## src/rtl/multi_cycle_control_pkg.sv

```systemverilog
// Shared constants for the RV32I multi-cycle control path: ALU op codes,
// base opcodes, FSM state encoding and the datapath control bundle.
package multi_cycle_control_pkg;

    localparam int unsigned ALU_OP_W = 4;

    localparam logic [ALU_OP_W-1:0] ALU_ADD = 4'd0;
    localparam logic [ALU_OP_W-1:0] ALU_SUB = 4'd1;
    localparam logic [ALU_OP_W-1:0] ALU_SLL = 4'd2;
    localparam logic [ALU_OP_W-1:0] ALU_XOR = 4'd3;
    localparam logic [ALU_OP_W-1:0] ALU_SRL = 4'd4;
    localparam logic [ALU_OP_W-1:0] ALU_OR  = 4'd5;
    localparam logic [ALU_OP_W-1:0] ALU_AND = 4'd6;
    localparam logic [ALU_OP_W-1:0] ALU_BEQ = 4'd7;
    localparam logic [ALU_OP_W-1:0] ALU_BNE = 4'd8;
    localparam logic [ALU_OP_W-1:0] ALU_BLT = 4'd9;
    localparam logic [ALU_OP_W-1:0] ALU_BGE = 4'd10;

    localparam logic [6:0] OP_R      = 7'b0110011;
    localparam logic [6:0] OP_I      = 7'b0010011;
    localparam logic [6:0] OP_LOAD   = 7'b0000011;
    localparam logic [6:0] OP_STORE  = 7'b0100011;
    localparam logic [6:0] OP_BRANCH = 7'b1100011;
    localparam logic [6:0] OP_JAL    = 7'b1101111;
    localparam logic [6:0] OP_JALR   = 7'b1100111;
    localparam logic [6:0] OP_SYSTEM = 7'b1110011;

    localparam logic [1:0] SRC_B_REG  = 2'd0;
    localparam logic [1:0] SRC_B_FOUR = 2'd1;
    localparam logic [1:0] SRC_B_IMM  = 2'd2;

    localparam logic [1:0] WR_ALUOUT = 2'd0;
    localparam logic [1:0] WR_MDR    = 2'd1;
    localparam logic [1:0] WR_ALU    = 2'd2;

    typedef enum logic [3:0] {
        S_IF, S_ID, S_EX_R, S_EX_I, S_EX_MA, S_MEM_RD, S_WB_LD, S_MEM_WR,
        S_WB_ALU, S_EX_BR, S_BR_NT, S_EX_JAL, S_EX_JALR, S_WB_JALR, S_HALT
    } state_t;

    typedef struct packed {
        logic       alu_src_a;
        logic [1:0] alu_src_b;
        logic       i_or_d;
        logic       mem_read;
        logic       mem_write;
        logic       ir_write;
        logic       reg_write;
        logic [1:0] wr_data_sel;
        logic       pc_write;
        logic       pc_source;
        logic       halted;
    } ctrl_t;

    // Sequential PC update: PC <= PC + 4 through the live ALU result.
    function automatic ctrl_t pc_plus4(input ctrl_t c);
        ctrl_t r;
        r           = c;
        r.alu_src_a = 1'b0;
        r.alu_src_b = SRC_B_FOUR;
        r.pc_source = 1'b0;
        r.pc_write  = 1'b1;
        return r;
    endfunction

    // Link-and-jump: rd <= PC + 4 (live ALU), PC <= target held in ALUOut.
    function automatic ctrl_t jump_link(input ctrl_t c);
        ctrl_t r;
        r             = c;
        r.alu_src_a   = 1'b0;
        r.alu_src_b   = SRC_B_FOUR;
        r.reg_write   = 1'b1;
        r.wr_data_sel = WR_ALU;
        r.pc_write    = 1'b1;
        r.pc_source   = 1'b1;
        return r;
    endfunction

endpackage

```

## src/rtl/multi_cycle_control_alu_op_decode.sv

```systemverilog
// ALU operation select from FSM state and instruction fields; ADD everywhere
// except the R/I execute and branch compare states.
module alu_op_decode
    import multi_cycle_control_pkg::*;
(
    input  state_t              state,
    input  logic [6:0]          opcode,
    input  logic [2:0]          funct3,
    input  logic                funct7_5,
    output logic [ALU_OP_W-1:0] alu_op
);

    always_comb begin
        alu_op = ALU_ADD;
        if (state == S_EX_R || state == S_EX_I) begin
            case (funct3)
                3'b000:  alu_op = (opcode == OP_R && funct7_5) ? ALU_SUB : ALU_ADD;
                3'b001:  alu_op = ALU_SLL;
                3'b100:  alu_op = ALU_XOR;
                3'b101:  alu_op = ALU_SRL;
                3'b110:  alu_op = ALU_OR;
                3'b111:  alu_op = ALU_AND;
                default: alu_op = ALU_ADD;
            endcase
        end else if (state == S_EX_BR) begin
            case (funct3)
                3'b001:  alu_op = ALU_BNE;
                3'b100:  alu_op = ALU_BLT;
                3'b101:  alu_op = ALU_BGE;
                default: alu_op = ALU_BEQ;
            endcase
        end
    end

endmodule

```

## src/rtl/multi_cycle_control.sv

```systemverilog
// RV32I multi-cycle control FSM (IF/ID/EX/MEM/WB). Optional build macro
// ILLEGAL_TRAP_EN halts on unknown opcodes and adds the illegal_inst output.
module multi_cycle_control
    import multi_cycle_control_pkg::*;
#(
    parameter int unsigned ALU_OP_WIDTH = 4
) (
    input  logic                    clk,
    input  logic                    reset,
    input  logic [31:0]             instruction,
    input  logic                    alu_bcond,
    input  logic                    mem_ready,
    output logic [ALU_OP_WIDTH-1:0] alu_op,
    output logic                    alu_src_a,
    output logic [1:0]              alu_src_b,
    output logic                    i_or_d,
    output logic                    mem_read,
    output logic                    mem_write,
    output logic                    ir_write,
    output logic                    reg_write,
    output logic [1:0]              wr_data_sel,
    output logic                    pc_write,
    output logic                    pc_source,
    output logic                    halted
`ifdef ILLEGAL_TRAP_EN
    ,
    output logic                    illegal_inst
`endif
);

    state_t              state;
    state_t              next_state;
    ctrl_t               ctrl;
    logic                known_op;
    logic [ALU_OP_W-1:0] dec_op;
    logic [6:0]          opcode;
    logic                unused_fields;

    assign opcode        = instruction[6:0];
    assign unused_fields = ^{instruction[31], instruction[29:15], instruction[11:7]};

    alu_op_decode u_alu_op_decode (
        .state    (state),
        .opcode   (opcode),
        .funct3   (instruction[14:12]),
        .funct7_5 (instruction[30]),
        .alu_op   (dec_op)
    );

    always_ff @(posedge clk or negedge reset) begin
        if (!reset) state <= S_IF;
        else        state <= next_state;
    end

    // Next state and datapath controls; reset forces every control low at once.
    always_comb begin
        next_state = state;
        ctrl       = '0;
        known_op   = 1'b1;
        unique case (state)
            S_IF: begin
                ctrl.mem_read = 1'b1;
                ctrl.i_or_d   = 1'b0;
                if (mem_ready) begin
                    ctrl.ir_write = 1'b1;
                    next_state    = S_ID;
                end
            end
            S_ID: begin
                ctrl.alu_src_a = 1'b0;
                ctrl.alu_src_b = SRC_B_IMM;
                case (opcode)
                    OP_R:               next_state = S_EX_R;
                    OP_I:               next_state = S_EX_I;
                    OP_LOAD, OP_STORE:  next_state = S_EX_MA;
                    OP_BRANCH:          next_state = S_EX_BR;
                    OP_JAL:             next_state = S_EX_JAL;
                    OP_JALR:            next_state = S_EX_JALR;
                    OP_SYSTEM:          next_state = S_HALT;
                    default: begin
                        known_op = 1'b0;
`ifdef ILLEGAL_TRAP_EN
                        next_state = S_HALT;
`else
                        next_state = S_BR_NT;
`endif
                    end
                endcase
            end
            S_EX_R: begin
                ctrl.alu_src_a = 1'b1;
                ctrl.alu_src_b = SRC_B_REG;
                next_state     = S_WB_ALU;
            end
            S_EX_I: begin
                ctrl.alu_src_a = 1'b1;
                ctrl.alu_src_b = SRC_B_IMM;
                next_state     = S_WB_ALU;
            end
            S_WB_ALU: begin
                ctrl.reg_write   = 1'b1;
                ctrl.wr_data_sel = WR_ALUOUT;
                ctrl             = pc_plus4(ctrl);
                next_state       = S_IF;
            end
            S_EX_MA: begin
                ctrl.alu_src_a = 1'b1;
                ctrl.alu_src_b = SRC_B_IMM;
                next_state     = (opcode == OP_STORE) ? S_MEM_WR : S_MEM_RD;
            end
            S_MEM_RD: begin
                ctrl.mem_read = 1'b1;
                ctrl.i_or_d   = 1'b1;
                if (mem_ready) next_state = S_WB_LD;
            end
            S_WB_LD: begin
                ctrl.reg_write   = 1'b1;
                ctrl.wr_data_sel = WR_MDR;
                ctrl             = pc_plus4(ctrl);
                next_state       = S_IF;
            end
            S_MEM_WR: begin
                ctrl.mem_write = 1'b1;
                ctrl.i_or_d    = 1'b1;
                if (mem_ready) begin
                    ctrl       = pc_plus4(ctrl);
                    next_state = S_IF;
                end
            end
            S_EX_BR: begin
                ctrl.alu_src_a = 1'b1;
                ctrl.alu_src_b = SRC_B_REG;
                if (alu_bcond) begin
                    ctrl.pc_write  = 1'b1;
                    ctrl.pc_source = 1'b1;
                    next_state     = S_IF;
                end else begin
                    next_state = S_BR_NT;
                end
            end
            S_BR_NT: begin
                ctrl       = pc_plus4(ctrl);
                next_state = S_IF;
            end
            S_EX_JAL: begin
                ctrl       = jump_link(ctrl);
                next_state = S_IF;
            end
            S_EX_JALR: begin
                ctrl.alu_src_a = 1'b1;
                ctrl.alu_src_b = SRC_B_IMM;
                next_state     = S_WB_JALR;
            end
            S_WB_JALR: begin
                ctrl       = jump_link(ctrl);
                next_state = S_IF;
            end
            S_HALT: begin
                ctrl.halted = 1'b1;
            end
            default: next_state = S_IF;
        endcase
        if (!reset) ctrl = '0;
    end

`ifdef ILLEGAL_TRAP_EN
    logic illegal_q;

    // Sticky record that the halt came from an undecodable opcode.
    always_ff @(posedge clk or negedge reset) begin
        if (!reset)                          illegal_q <= 1'b0;
        else if (state == S_ID && !known_op) illegal_q <= 1'b1;
    end

    assign illegal_inst = illegal_q && reset;
`else
    logic unused_known;
    assign unused_known = known_op;
`endif

    assign alu_op      = reset ? ALU_OP_WIDTH'(dec_op) : ALU_OP_WIDTH'(ALU_ADD);
    assign alu_src_a   = ctrl.alu_src_a;
    assign alu_src_b   = ctrl.alu_src_b;
    assign i_or_d      = ctrl.i_or_d;
    assign mem_read    = ctrl.mem_read;
    assign mem_write   = ctrl.mem_write;
    assign ir_write    = ctrl.ir_write;
    assign reg_write   = ctrl.reg_write;
    assign wr_data_sel = ctrl.wr_data_sel;
    assign pc_write    = ctrl.pc_write;
    assign pc_source   = ctrl.pc_source;
    assign halted      = ctrl.halted;

endmodule
```

## config.mk

```make
export PLATFORM = sky130hd
export DESIGN_NAME = multi_cycle_control
export DESIGN_NICKNAME = d
export VERILOG_FILES = /design/src/rtl/multi_cycle_control_pkg.sv /design/src/rtl/multi_cycle_control_alu_op_decode.sv /design/src/rtl/multi_cycle_control.sv
export SDC_FILE = /design/constraint.sdc
export NUM_CORES = 1
export LEC_CHECK = 0
export BUFFER_PORTS_ARGS = -buffer_cell sky130_fd_sc_hd__buf_2
export CAP_MARGIN = 20
export CORE_MARGIN = 10
export CORE_UTILIZATION = 42
export CTS_CLUSTER_SIZE = 10
export DETAILED_ROUTE_END_ITERATION = 10
export PLACE_DENSITY = 0.78
export SYNTH_ARGS = -nofsm -noshare
export SYNTH_HDL_FRONTEND = slang
export SYNTH_SLANG_ARGS = --single-unit
```

## constraint.sdc

```tcl
create_clock -name clk -period 1.6 [get_ports clk]
set_input_delay 0.08 -clock clk [delete_from_list [all_inputs] [get_ports clk]]
set_output_delay 0.08 -clock clk [all_outputs]
set_load 0.05 [all_outputs]
```

# Word level (Yosys, flattened, before mapping)
# Cells that the tools add are included.
op_classes:
  n_reduce_logical: 12
  n_mux: 24
  n_bitwise: 1
  n_eq_ne: 30
ops:
  columns: ["operator", "n"]
  rows:
  - ["$pmux W4 S9", 1]
  - ["$eq A4 B4 Y1 const B", 7]
  - ["$eq A7 B7 Y1 const B", 4]
  - ["$mux W4", 7]
  - ["$pmux W4 S7", 1]
  - ["$pmux W4 S6", 1]
  - ["$eq A4 B3 Y1 const B", 4]
  - ["$pmux W3 S5", 1]
  - ["$eq A7 B6 Y1 const B", 2]
  - ["$mux W13", 1]
  - ["$eq A3 B3 Y1 const B", 4]
  - ["$pmux W3 S4", 1]
  - ["$pmux W4 S3", 1]
  - ["$mux W11", 1]
  - ["$eq A4 B2 Y1 const B", 2]
  - ["$pmux W2 S4", 1]
  - ["$reduce_or A2 Y1", 4]
  - ["$eq A7 B2 Y1 const B", 1]
  - ["$eq A7 B5 Y1 const B", 1]
  - ["$ne A2 B2 Y1 const B", 3]
  - ["$pmux W2 S3", 1]
  - ["$reduce_or A3 Y1", 2]
  - ["$reduce_or A5 Y1", 1]
  - ["$eq A4 B1 Y1 const B", 1]
  - ["other kinds (10)", 14]
word_totals:
  out_inout_bits: 17
  regBits: 4
  in_bits: 36
  elab_cells: 68

# Longest topological paths before layout
depth:
  ltp_word: 6
  depth_mapped: 6
  mapped_depth_nobuf: 4

# By module
# A second synthesis with hierarchy kept.
hier_totals:
  cells_unflattened: 118
  hier_area_um2: 820.8
by_module_without_submodules:
  columns: ["mod", "seq_area_each_um2", "area_each_um2", "instances", "cells_each"]
  rows:
  - ["multi_cycle_control", 100.1, 665.6, 1, 99]
  - ["alu_op_decode", 0.0, 155.1, 1, 19]

# Least setup slack after synthesis
# OpenSTA, ideal clock, no wires.
synth_path:
  kind: "flip-flop to output port"
  from: "reg state[3]"
  to: "out ir_write"
  setup_slack_ns: -0.731
  n_path_buf: 2
  arrival_time_ns: 2.251
  stages_incl_launch_ff: 4
  t_required_ns: 1.520
  cell_sequence: "dfrtp_1 > buf_4 > buf_2 > nor4_1"
synth_between:
  elab_chain_cells: 3
  elab_cells_between_ends: 4
  classes_between: "eq/ne: 1; mux: 2; reduce/logical: 1"
synth_rtl:
  columns: ["item", "line", "source"]
  rows:
  - ["from (decl)", "multi_cycle_control.sv:31", "state_t state;"]
  - ["from (signal assigned)", "multi_cycle_control.sv:52", "else state <= next_state;"]
  - ["$eq A4 B3 Y1 / $logic_not A4 Y1 (equally long branches)", "multi_cycle_control.sv:60", "unique case (state)"]
  - ["$pmux W1 S2 (*)", "multi_cycle_control.sv:60", null]
  - ["$mux W13 (*)", "multi_cycle_control.sv:163", "if (!reset) ctrl = '0;"]
  - ["to (decl)", "multi_cycle_control.sv:19", "output logic ir_write,"]
# Every way passes the cells marked *; elsewhere a longest branch is shown, timed or not.

# Final worst setup path
layout_path:
  from: "reg state[3]"
  to: "out reg_write"
layout_between:
  elab_chain_cells: 4
  elab_cells_between_ends: 8
  classes_between: "eq/ne: 5; mux: 2; reduce/logical: 1"
layout_rtl:
  columns: ["item", "line", "source"]
  rows:
  - ["$eq A4 B4 Y1", "multi_cycle_control.sv:60", null]
  - ["$reduce_or A2 Y1 (no source line)", null, null]
  - ["$pmux W3 S4 (*)", "multi_cycle_control.sv:60", null]
  - ["$mux W13 (*)", "multi_cycle_control.sv:163", null]
  - ["to (decl)", "multi_cycle_control.sv:20", "output logic reg_write,"]
# Marks and branches as above.

==> impl_metrics.yaml <==
critical_path:
  worst-r2r-cell-count: 4
  timing.rr.start: "state[3]$_DFFE_PN0P_"
  critical_path.reg2reg.endpoint: "state[3]$_DFFE_PN0P_"
  criticalPathCategory: "register to output pin"
  worstPathRequired_ps: 1520
  startpoint: "state[3]$_DFFE_PN0P_"
  crit_path_end_kind: "output pin"
  crit_end: "reg_write"
  cp_max_fo: 14
  r2r_slack_ps: 70
  worst_setup_path_start_kind: "register"
  arrival_ps: 1710
die:
  die_h_um: 63.6
  die_w_um: 63.6
  die-area_um2: 4050
  coreArea_um2: 1760
  initial_core_util: 0.453
  rows: 15
  io_pins: 53
finish:
  final_common_cell: "buf_4"
  diodes: 0
  drive_above_1_share: 0.456
  fin_area_um2: 1330
  largest_register_ffs: 4
  regMostFlops: "state"
  layout_common_cells: "buf_4, buf_2, nor2_1, buf_6, nand2_1"
  biggestRegsByFlops: "state: 4 flops"
  areaGrowthSynthToFinish_pct: 65.9
  finish.net_count: 209
logic_synthesis:
  syn_nets: 161
  avgSynthCellArea_um2: 6.40
  synth_edf_count: 0
  async_flop_share: 1.00
  ys_seq_elements: 4
  syn_area_um2: 800
  synthFlopType: "dfrtp_1"
  synth.distinct_cells: 45
  yosys_warnings: 0
  ys_seq_area_frac: 0.125
  synthCells: 125
global_route:
  busiest_layer: "met2"
  use_met3: 0.0336
  grt_pass1_vias: 1146
  grt_max_degree: 15
  met2_usage: 0.269
  grt_overflow: 0
  grt_util_met1: 0.177
  grt_pass1_wl_mm: 5.31
  antenna_found_initial: 0
  grtUsageTotal: 0.155
placement:
  portBuffers: 31
  hpwl_mm: 2.36
  place_area_um2: 1120
  gp_congestion: 0.909
clocking:
  cts_root_buf: "clkbuf_4"
  cts_buffer_depth: 2
  clk_latency_ps: 230
  cts_max_level: 1
  cts_buffers: 3
  cts_sinks: 4
  tritoncts: "yes"
  clkTransAtPathRegs_ps: 40
detailed_routing:
  wl_per_cell_um: 16.7
  finalWirelength_mm: 3.27
  drc: 0
  first_pass_iters: 5
  vias: 1185
  viasPerCell: 6.05
  ant_nets: 0
  drtIter0Drc: 90
timing:
  finalCritPeriodShare: 1.12
  worst_slack_ps: -188
  min_period_ps: 1790
  timing.fmax_mhz: 559
  maxSlewViolCount: 0
  slew_headroom: 0.806
  fin_skew_ps: 1.51
  hold_viol: 0
  rsz0062_at_grt: "true"
  setup_viol: 10
  timing.hold.ws_ps: 189
  worst_slew_pin_slew_ps: 291
pwr:
  static-leakage-power_nw: 0.570
  power_density_nw_per_um2: 1050
  ir_worst_vdd_mv: 0.613
status:
  violations: "negative setup slack"
  status: "finished, violations left"
min_path:
  hp-class: "input pin to register"
  hp-start: "mem_ready"
flow_run:
  drv_cap: 0
==> metrics by stage <==
| stage | worst slack (ps) | instances | utilization | power [W] | TNS, ps |
|---|---|---|---|---|---|
| after global placement | -31.0 | 190 | 0.634 | 0.00106 | -86.7 |
| after detailed placement | -75.0 | 190 | 0.634 | 0.00109 | -305 |
| after floorplan | -366 | 125 | - | 0.000821 | -1390 |
| final | -188 | 196 | 0.752 | 0.00139 | -1340 |
| after global routing | -256 | 196 | 0.752 | 0.00149 | -2220 |
| after CTS | -165 | 196 | 0.718 | 0.00133 | -1070 |
==> timing repair <==
action,in CTS,in global routing
gates resized for setup,35,18
hold endpoints to repair,4,0
hold buffers,1,0
pin swaps,7,6
buffers inserted,2,0
endpoints found under the setup margin,14,19
==> final cells by class <==
class / instances / area, um^2
Sequential cell: 4 / 103
Inverter: 5 / 18.8
Clock buffer: 3 / 22.5
Multi-Input combinational cell: 106 / 736
Fill cell: 140 / 438
Tap cell: 25 / 31.3
Timing Repair Buffer: 53 / 415
==> synth_stat cells (all sizes together), types with 2 or more instances <==
master / instances / area share
a211oi: 3 / 0.028
a21o: 2 / 0.019
a21oi: 11 / 0.069
and3: 2 / 0.016
buf: 8 / 0.056
clkbuf: 2 / 0.011
dfrtp: 4 / 0.13
inv: 5 / 0.023
nand2: 12 / 0.056
nand2b: 6 / 0.047
nand3: 5 / 0.031
nand3b: 2 / 0.019
nand4: 2 / 0.016
nor2: 14 / 0.066
nor2b: 3 / 0.023
nor3: 8 / 0.050
nor3b: 2 / 0.025
o211ai: 2 / 0.019
o21a: 3 / 0.028
o21ai: 5 / 0.031
o22ai: 3 / 0.023
xnor2: 2 / 0.022
==> power by group <==
group | internal [W] | switching (W) | total (W)
clock network | 0.0000838 | 0.0000393 | 0.000123
registers | 0.000130 | 0.0000421 | 0.000172
logic | 0.000441 | 0.000654 | 0.00110
==> worst min-delay path by stage <==
| stage | to | slack (ps) | cells after the start |
|---|---|---|---|
| after CTS | state[0]$_DFFE_PN0P_ | 160 | 2 |
| final | state[0]$_DFFE_PN0P_ | 190 | 2 |
| after global placement | state[3]$_DFFE_PN0P_ | 7 | 2 |
| after floorplan | state[0]$_DFFE_PN0P_ | -220 | 0 |
| after global routing | state[0]$_DFFE_PN0P_ | 190 | 2 |
| after detailed placement | state[1]$_DFFE_PN0P_ | 10 | 2 |
==> cell families after synthesis <==
logic type	Yosys count	synth area share
and+or+nand+nor	65	0.438
AOI/OAI and AO/OA	39	0.324
buffers and inverters	15	0.0908
DFF	4	0.125
xor gates and xnor gates	2	0.0219
==> metal layers <==
metal	wire length, um	vias to the layer above
li1	-	556
met4	47	0
met5	0	-
met3	290	4
met2	1710	74
met1	1230	551
==> worst max-delay path, stage by stage, from the launching register on <==
cell      delay [ps]
dfrtp_2          450
buf_4            210
nand2b_1         200
nor2_2           130
a21oi_1           60
a211oi_2         230
buf_6            190
Power figures use the tool's default switching activity.
